===== config.mk =====
export PLATFORM = sky130hd
export DESIGN_NAME = commit_ctrl
export DESIGN_NICKNAME = d
export VERILOG_FILES = /design/src/rtl/commit_ctrl.sv
export SDC_FILE = /design/constraint.sdc
export NUM_CORES = 1
export LEC_CHECK = 0
export CORE_ASPECT_RATIO = 0.6
export CORE_UTILIZATION = 40
export DETAILED_ROUTE_END_ITERATION = 7
export PLACE_DENSITY = 0.78
export SLEW_MARGIN = 15
export SYNTH_ARGS = -nofsm -noshare
export SYNTH_HDL_FRONTEND = slang
export SYNTH_SLANG_ARGS = --single-unit

===== constraint.sdc =====
create_clock -name clock_i -period 11.9 [get_ports clock_i]
set_input_delay 2.38 -clock clock_i [delete_from_list [all_inputs] [get_ports clock_i]]
set_output_delay 2.38 -clock clock_i [all_outputs]
set_load 0.005 [all_outputs]

===== src/rtl/commit_ctrl.sv =====
// commit_ctrl
//   Sequences retirement of the ROB head. ALU-type heads retire in the same
//   cycle they are valid and ready. Stores are latched and pushed through a
//   request/grant/done handshake with the data-memory port. The ROB entry is
//   not popped until the write is done. A retired halt parks the block in an
//   absorbing state until reset.
//
// Ports
//   clock_i, reset_i        clock (rising edge), async active-high reset
//   head_*_i                ROB head entry: valid/ready/store/halt flags,
//                           store address/data/size and ROB tag
//   flush_i                 mispredict squash; only honoured in RUN
//   mem_grant_i, mem_done_i memory port accept / write-complete
//   retire_o, retire_tag_o  pop ROB head this cycle, and the tag popped
//   mem_req_o, mem_*_o      store request and its latched payload
//   busy_o                  store sequence in flight
//   halted_o                halt has retired
//   retired_count_o         running count of retire pulses (wraps)
module commit_ctrl #(
    parameter int XLEN  = 32,
    parameter int TAG_W = 5,
    parameter int CNT_W = 64
) (
    input  logic             clock_i,
    input  logic             reset_i,
    input  logic             head_valid_i,
    input  logic             head_ready_i,
    input  logic             head_wr_mem_i,
    input  logic             head_halt_i,
    input  logic [XLEN-1:0]  head_addr_i,
    input  logic [XLEN-1:0]  head_value_i,
    input  logic [1:0]       head_size_i,
    input  logic [TAG_W-1:0] head_tag_i,
    input  logic             flush_i,
    input  logic             mem_grant_i,
    input  logic             mem_done_i,
    output logic             retire_o,
    output logic [TAG_W-1:0] retire_tag_o,
    output logic             mem_req_o,
    output logic [XLEN-1:0]  mem_addr_o,
    output logic [XLEN-1:0]  mem_data_o,
    output logic [1:0]       mem_size_o,
    output logic             busy_o,
    output logic             halted_o,
    output logic [CNT_W-1:0] retired_count_o
);

    typedef enum logic [1:0] {
        RUN     = 2'd0,
        ST_REQ  = 2'd1,
        ST_WAIT = 2'd2,
        HALTED  = 2'd3
    } state_e;

    state_e             state_q, state_d;
    logic [XLEN-1:0]    addr_q, addr_d;
    logic [XLEN-1:0]    data_q, data_d;
    logic [1:0]         size_q, size_d;
    logic [TAG_W-1:0]   tag_q, tag_d;
    logic [CNT_W-1:0]   count_q, count_d;
    logic               retire;
    logic               hit;

    // A squash in the same cycle wins over retirement of the head.
    assign hit = head_valid_i & head_ready_i & ~flush_i;

    // ------------------------------------------------------------------
    // Next-state / output logic
    // ------------------------------------------------------------------
    always_comb begin
        state_d = state_q;
        addr_d  = addr_q;
        data_d  = data_q;
        size_d  = size_q;
        tag_d   = tag_q;
        retire  = 1'b0;

        unique case (state_q)
            RUN: begin
                if (hit) begin
                    // Halt is checked first so a halt that also carries the
                    // store flag never reaches the memory port.
                    if (head_halt_i) begin
                        retire  = 1'b1;
                        state_d = HALTED;
                    end else if (head_wr_mem_i) begin
                        addr_d  = head_addr_i;
                        data_d  = head_value_i;
                        size_d  = head_size_i;
                        tag_d   = head_tag_i;
                        state_d = ST_REQ;
                    end else begin
                        retire  = 1'b1;
                    end
                end
            end
            ST_REQ: begin
                // Store is committed; flush is deliberately not looked at.
                if (mem_grant_i) begin
                    if (mem_done_i) begin
                        retire  = 1'b1;
                        state_d = RUN;
                    end else begin
                        state_d = ST_WAIT;
                    end
                end
            end
            ST_WAIT: begin
                if (mem_done_i) begin
                    retire  = 1'b1;
                    state_d = RUN;
                end
            end
            HALTED: begin
                state_d = HALTED;
            end
            default: begin
                state_d = RUN;
            end
        endcase
    end

    assign count_d = retire ? (count_q + CNT_W'(1)) : count_q;

    // ------------------------------------------------------------------
    // State registers
    // ------------------------------------------------------------------
    always_ff @(posedge clock_i or posedge reset_i) begin
        if (reset_i) begin
            state_q <= RUN;
            addr_q  <= '0;
            data_q  <= '0;
            size_q  <= '0;
            tag_q   <= '0;
            count_q <= '0;
        end else begin
            state_q <= state_d;
            addr_q  <= addr_d;
            data_q  <= data_d;
            size_q  <= size_d;
            tag_q   <= tag_d;
            count_q <= count_d;
        end
    end

    // ------------------------------------------------------------------
    // Outputs
    // ------------------------------------------------------------------
    assign retire_o        = retire;
    // In RUN the head itself retires; in the store states the popped entry
    // is the one captured when the store was accepted.
    assign retire_tag_o    = (state_q == RUN) ? head_tag_i : tag_q;
    assign mem_req_o       = (state_q == ST_REQ);
    assign mem_addr_o      = addr_q;
    assign mem_data_o      = data_q;
    assign mem_size_o      = size_q;
    assign busy_o          = (state_q == ST_REQ) | (state_q == ST_WAIT);
    assign halted_o        = (state_q == HALTED);
    assign retired_count_o = count_q;

endmodule


== Word-level counts from Yosys, hierarchy flattened ==
Cells that the tools add are included.
Cells by class
  div/mod/pow operators: 0
  bitwise logic cells: 5
  add/sub/neg operators: 1
  order comparisons: 0
  shift operators: 0
  reductions and logical operators: 3
  eq/ne operators: 7
  muxes and demuxes: 14
  multipliers: 0
Operators with widths (number)
  $add A64 B1 Y64 const B: 1
  $mux W2: 6
  $pmux W2 S4: 1
  $reduce_and A4 Y1: 2
  $ne A2 B2 Y1 const B: 3
  $mux W1: 5
  $mux W5: 1
  $eq A2 B2 Y1 const B: 2
  $ne A3 B3 Y1 const B: 1
  $pmux W1 S3: 1
  $and A1 B1 Y1: 2
  $eq A2 B1 Y1 const B: 1
  $logic_not A2 Y1: 1
  $not A1 Y1: 2
  $or A1 B1 Y1: 1
Word-level totals
  memories: 0
  word-level logic and storage cells: 36
  bits of input ports: 80
  output and inout bits: 139
  register bits after elaboration: 137
  RAM bits: 0
  bits in latches: 0
  ROM bits: 0

== Longest topological paths before layout ==
  depth in word-level cells: 4
  depth in mapped cells: 10

== Worst setup path before layout ==
Ideal clock, no wire load.
  path kind: input-to-output
  start: input port head_ready_i
  end: output port retire_o
  arrival time: 2963 ps
  path slack: 6557 ps
  stages on the path: 3
  buffers on the path: 1
  required time: 9520 ps
  path through: and3b_2 a32o_1 buf_6
On the way
  longest elaborated chain between the ends: 4
Ends and longest elaborated chain
  start: declaration: RTL line 27  | input logic head_ready_i,
  $and A1 B1 Y1 (2 in series): RTL line 65  | assign hit = head_valid_i & head_ready_i & ~flush_i;
  $mux W1: RTL line 80  | if (hit) begin
  $pmux W1 S3: RTL line 78  | unique case (state_q)
  end: declaration: RTL line 37  | output logic retire_o,
No other way between the ends.

== Worst setup path after layout ==
  start: input port head_halt_i
  end: output port retire_o
On the way
  longest elaborated chain between the ends: 3
Ends and longest elaborated chain
  start: declaration: RTL line 29  | input logic head_halt_i,
  $mux W1: RTL line 83  | if (head_halt_i) begin
  $mux W1: RTL line 80
  $pmux W1 S3: RTL line 78
No other way between the ends.

==> key figures <==
Synth
  – Count leader, synth: dfrtp_1
  – Synth Flop Type: dfrtp_1
  – Post-Syn Area per Cell: 13.1 µm²
  – Seq/Total Area, Yosys: 0.587
  – FF+latch count, synth: 137
  – Synth area leader: dfrtp_1
  – Netlist cell types: 35
  – Commonest cells in the synthesized netlist: dfrtp_1 (137), mux2_2 (78), xnor2_1 (38)
  – Post-Synthesis Cell Area: 5840 µm²
  – Top-area cell type share of the netlist area: 0.587
  – Post-synth EDFFs: 0
  – Post-synth ARST share: 1.00
  – Syn Inst Count: 447
  – Post-synth net total: 532
  – YS warnings: 0
  – Most area-consuming cells after synthesis: dfrtp_1 (59%), mux2_2 (15%), xnor2_1 (5.7%), xor2_1 (3.8%), nand4_1 (2.0%)

Clock network
  – Total CTS buffers: 17
  – CTS clk-pin slew, worst paths: 60 ps
  – Post-cts sizing count: 0
  – Post-CTS Setup Bufs: 0
  – Hold-fix buffers at CTS: 0
  – CTS Root Cell: clkbuf_16
  – Clock sinks: 137
  – Clock Latency Late Sink: 400 ps
  – Clock Path Buffers: 2
  – CTS tree: done
  – CTS H-tree lvls: 4

Pwr
  – Power share of the clock group: 0.330
  – Power Dens Cells: 196 nW/µm²
  – Seq pwr share: 0.380
  – Sw Pwr: 425 µW
  – Peak VDD IR: 0.0000945 V
  – Cell internal pwr: 1.32 mW
  – Combinational power share: 0.290
  – Leakage: 3.93 nW
  – Sw Share: 0.244
  – Tot Pwr: 1.74 mW

Worst hold path
  – Hold Crit Class: reg -> reg
  – Hold Crit Endpoint: retired_count_o[63]$_DFFE_PP0P_
  – Hold depth: 1
  – Hold path startpoint: retired_count_o[63]$_DFFE_PP0P_

Drt
  – # DRC: 0
  – Starting DRT DRC Count: 200
  – Antenna Nets Post-Route: 0
  – Final wirelength: 14200 µm
  – Routed length per instance: 16.2 µm
  – Via/cell ratio: 4.83
  – Vias: 4245
  – First-pass detailed-route iteration total: 4

STA
  – Minimum clock period after layout: 6420 ps
  – Pins Over Slew Limit: 0
  – Setup-violating endpoint count in the final report: 0
  – PnR worst setup slack: 5480 ps
  – Rel. slew slack: 0.392
  – Maximum clock frequency: 0.156 GHz
  – RSZ-0062 raised after global routing: no
  – Hold WS: 480 ps
  – Worst Clk Skew: 11.0 ps
  – Hold Vio Cnt, Final: 0
  – Period utilization: 0.539
  – Setup TNS: 0 ps
  – Worst-margin pin slew: 912 ps

Placed design
  – Routability congestion estimate: 0.831
  – Pre-CTS setup slack: 5510 ps
  – I/O Buffers: 218
  – Final HPWL from detailed placement: 10400 µm

Critical path
  – Slowest CP cell: clkdlybuf4s50_1
  – Max incr delay on CP: 560 ps
  – Worst-path cell chain: clkdlybuf4s50_1, nand2b_1, a32o_1, clkdlybuf4s50_1
  – Worst Path Max Fanout: 7
  – R2R Setup Slk: 8820 ps
  – Crit-path most repeated cell: clkdlybuf4s50_1
  – WP data arrival: 4040 ps
  – R2R Path Start: state_q[0]$_DFFE_PP0P_
  – Critical path required time: 9520 ps
  – Worst setup EP type: output pin
  – R2R Path End: retired_count_o[39]$_DFFE_PP0P_
  – FF-to-FF path depth: 8
  – CP Launch Type: input port
  – Worst setup path class: in -> out

Layout
  – N_diodes: 0
  – Storage element area: 3430 µm²
  – Filler Cell Count: 1089
  – Multi-input logic area: 2320 µm²
  – Fin nets: 759
  – Area delta synth->final: 52.0%
  – Final core utilization: 0.636
  – Layout cells sized above 1: 0.175

GRT
  – Met3 Track Usage GR: 0.0555
  – GR Util met2: 0.309
  – Met1 Resource Use GR: 0.258
  – GRT overflow: 0
  – Initial antenna violation count: 0
  – Vias in the first global route: 4257
  – Largest net degree at the start of global routing: 75
  – GRT Overall Usage: 0.194
  – Busiest grt layer: met2
  – First-pass GRT wire length: 22400 µm

Floorplanning
  – Core Footprint: 14000 µm²
  – Die area: 15100 µm²
  – Starting density of the core: 0.418
  – Std cell rows: 33
  – Chip height: 95.6 µm
  – Die width: 158 µm
  – Top Ports: 219

Flow run
  – MaxCap Viol Count: 0

Run status
  – Outcome: finished, final reports clean
==> metal layers <==
metal  wire, µm  vias to the layer above
met4        108                        0
li1           -                     2016
met5          0                        -
met2       6510                      142
met1       6560                     2079
met3       1060                        8
==> flip-flops by register name, summed over array words and instances, names as in the netlist <==
name and count:
tag_q 5, mem_size_o 2, retired_count_o 64, mem_data_o 32, mem_addr_o 32, state_q 2
==> cells in the final DEF (no fill, tap or decap), drive strengths merged, types with 2 or more instances in the layout <==
cell and count:
dfrtp 137, nor4b 2, clkinvlp 3, xor2 25
nor2 20, nand2 29, and2 3, o21ai 3
xnor2 38, nor4 4, nand4 21, clkdlybuf4s50 218
and4 6, mux2 78, buf 2, inv 13
nor2b 4, ha 5, bufinv 5, clkbuf 19
nand3 17, nor3 8, and3 14, or3 2
==> area by class of cell <==
class	instances	area share
clock buffers	19	0.0488
multi-input cells	289	0.261
repair buffers	220	0.248
clock inverters	13	0.0244
flip-flops and latches	137	0.386
well taps	192	0.0271
inverters	9	0.00437
==> critical path: cells and delay by family <==
| family | cells | cell delay (ps) |
|---|---|---|
| AO/OA/AOI/OAI | 1 | 360 |
| buffers and inverters | 2 | 1080 |
| AND/OR/NAND/NOR | 1 | 220 |
==> worst max-delay path by stage <==
stage                 from                         to  slack, ps
5_1_grt        head_halt_i                   retire_o       5450
6_report       head_halt_i                   retire_o       5480
3_5_place_dp   head_halt_i                   retire_o       5510
3_3_place_gp   head_halt_i                   retire_o       5590
2_1_floorplan      reset_i  mem_addr_o[0]$_DFFE_PP0P_       5850
4_1_cts        head_halt_i                   retire_o       5500
==> through the flow <==
step	std cells	area [µm²]
after detailed placement	847	8220
after global routing	879	8870
after floorplan	447	5840
after CTS	879	8870
after global placement	847	8220
final	879	8870
==> cells by family after synthesis <==
kind of cell               Yosys count  synth area share
buffers and inverters               21            0.0165
and+or+nand+nor                    135             0.131
adders and majority gates            5            0.0107
DFF                                137             0.587
muxes                               78             0.150
AOI/OAI and AO/OA                    8           0.00965
xor gates and xnor gates            63            0.0945
==> power by group through the flow <==
| stage | clock [mW] | combinational (mW) | sequential (mW) |
|---|---|---|---|
| 4_1_cts | 0.586 | 0.513 | 0.663 |
| 6_report | 0.575 | 0.506 | 0.662 |
| 3_5_place_dp | 0 | 0.510 | 0.670 |
| 5_1_grt | 0.606 | 0.546 | 0.678 |
| 2_1_floorplan | 0 | 0.179 | 0.670 |
| 3_3_place_gp | 0 | 0.500 | 0.661 |
Power figures use the tool's default switching activity.
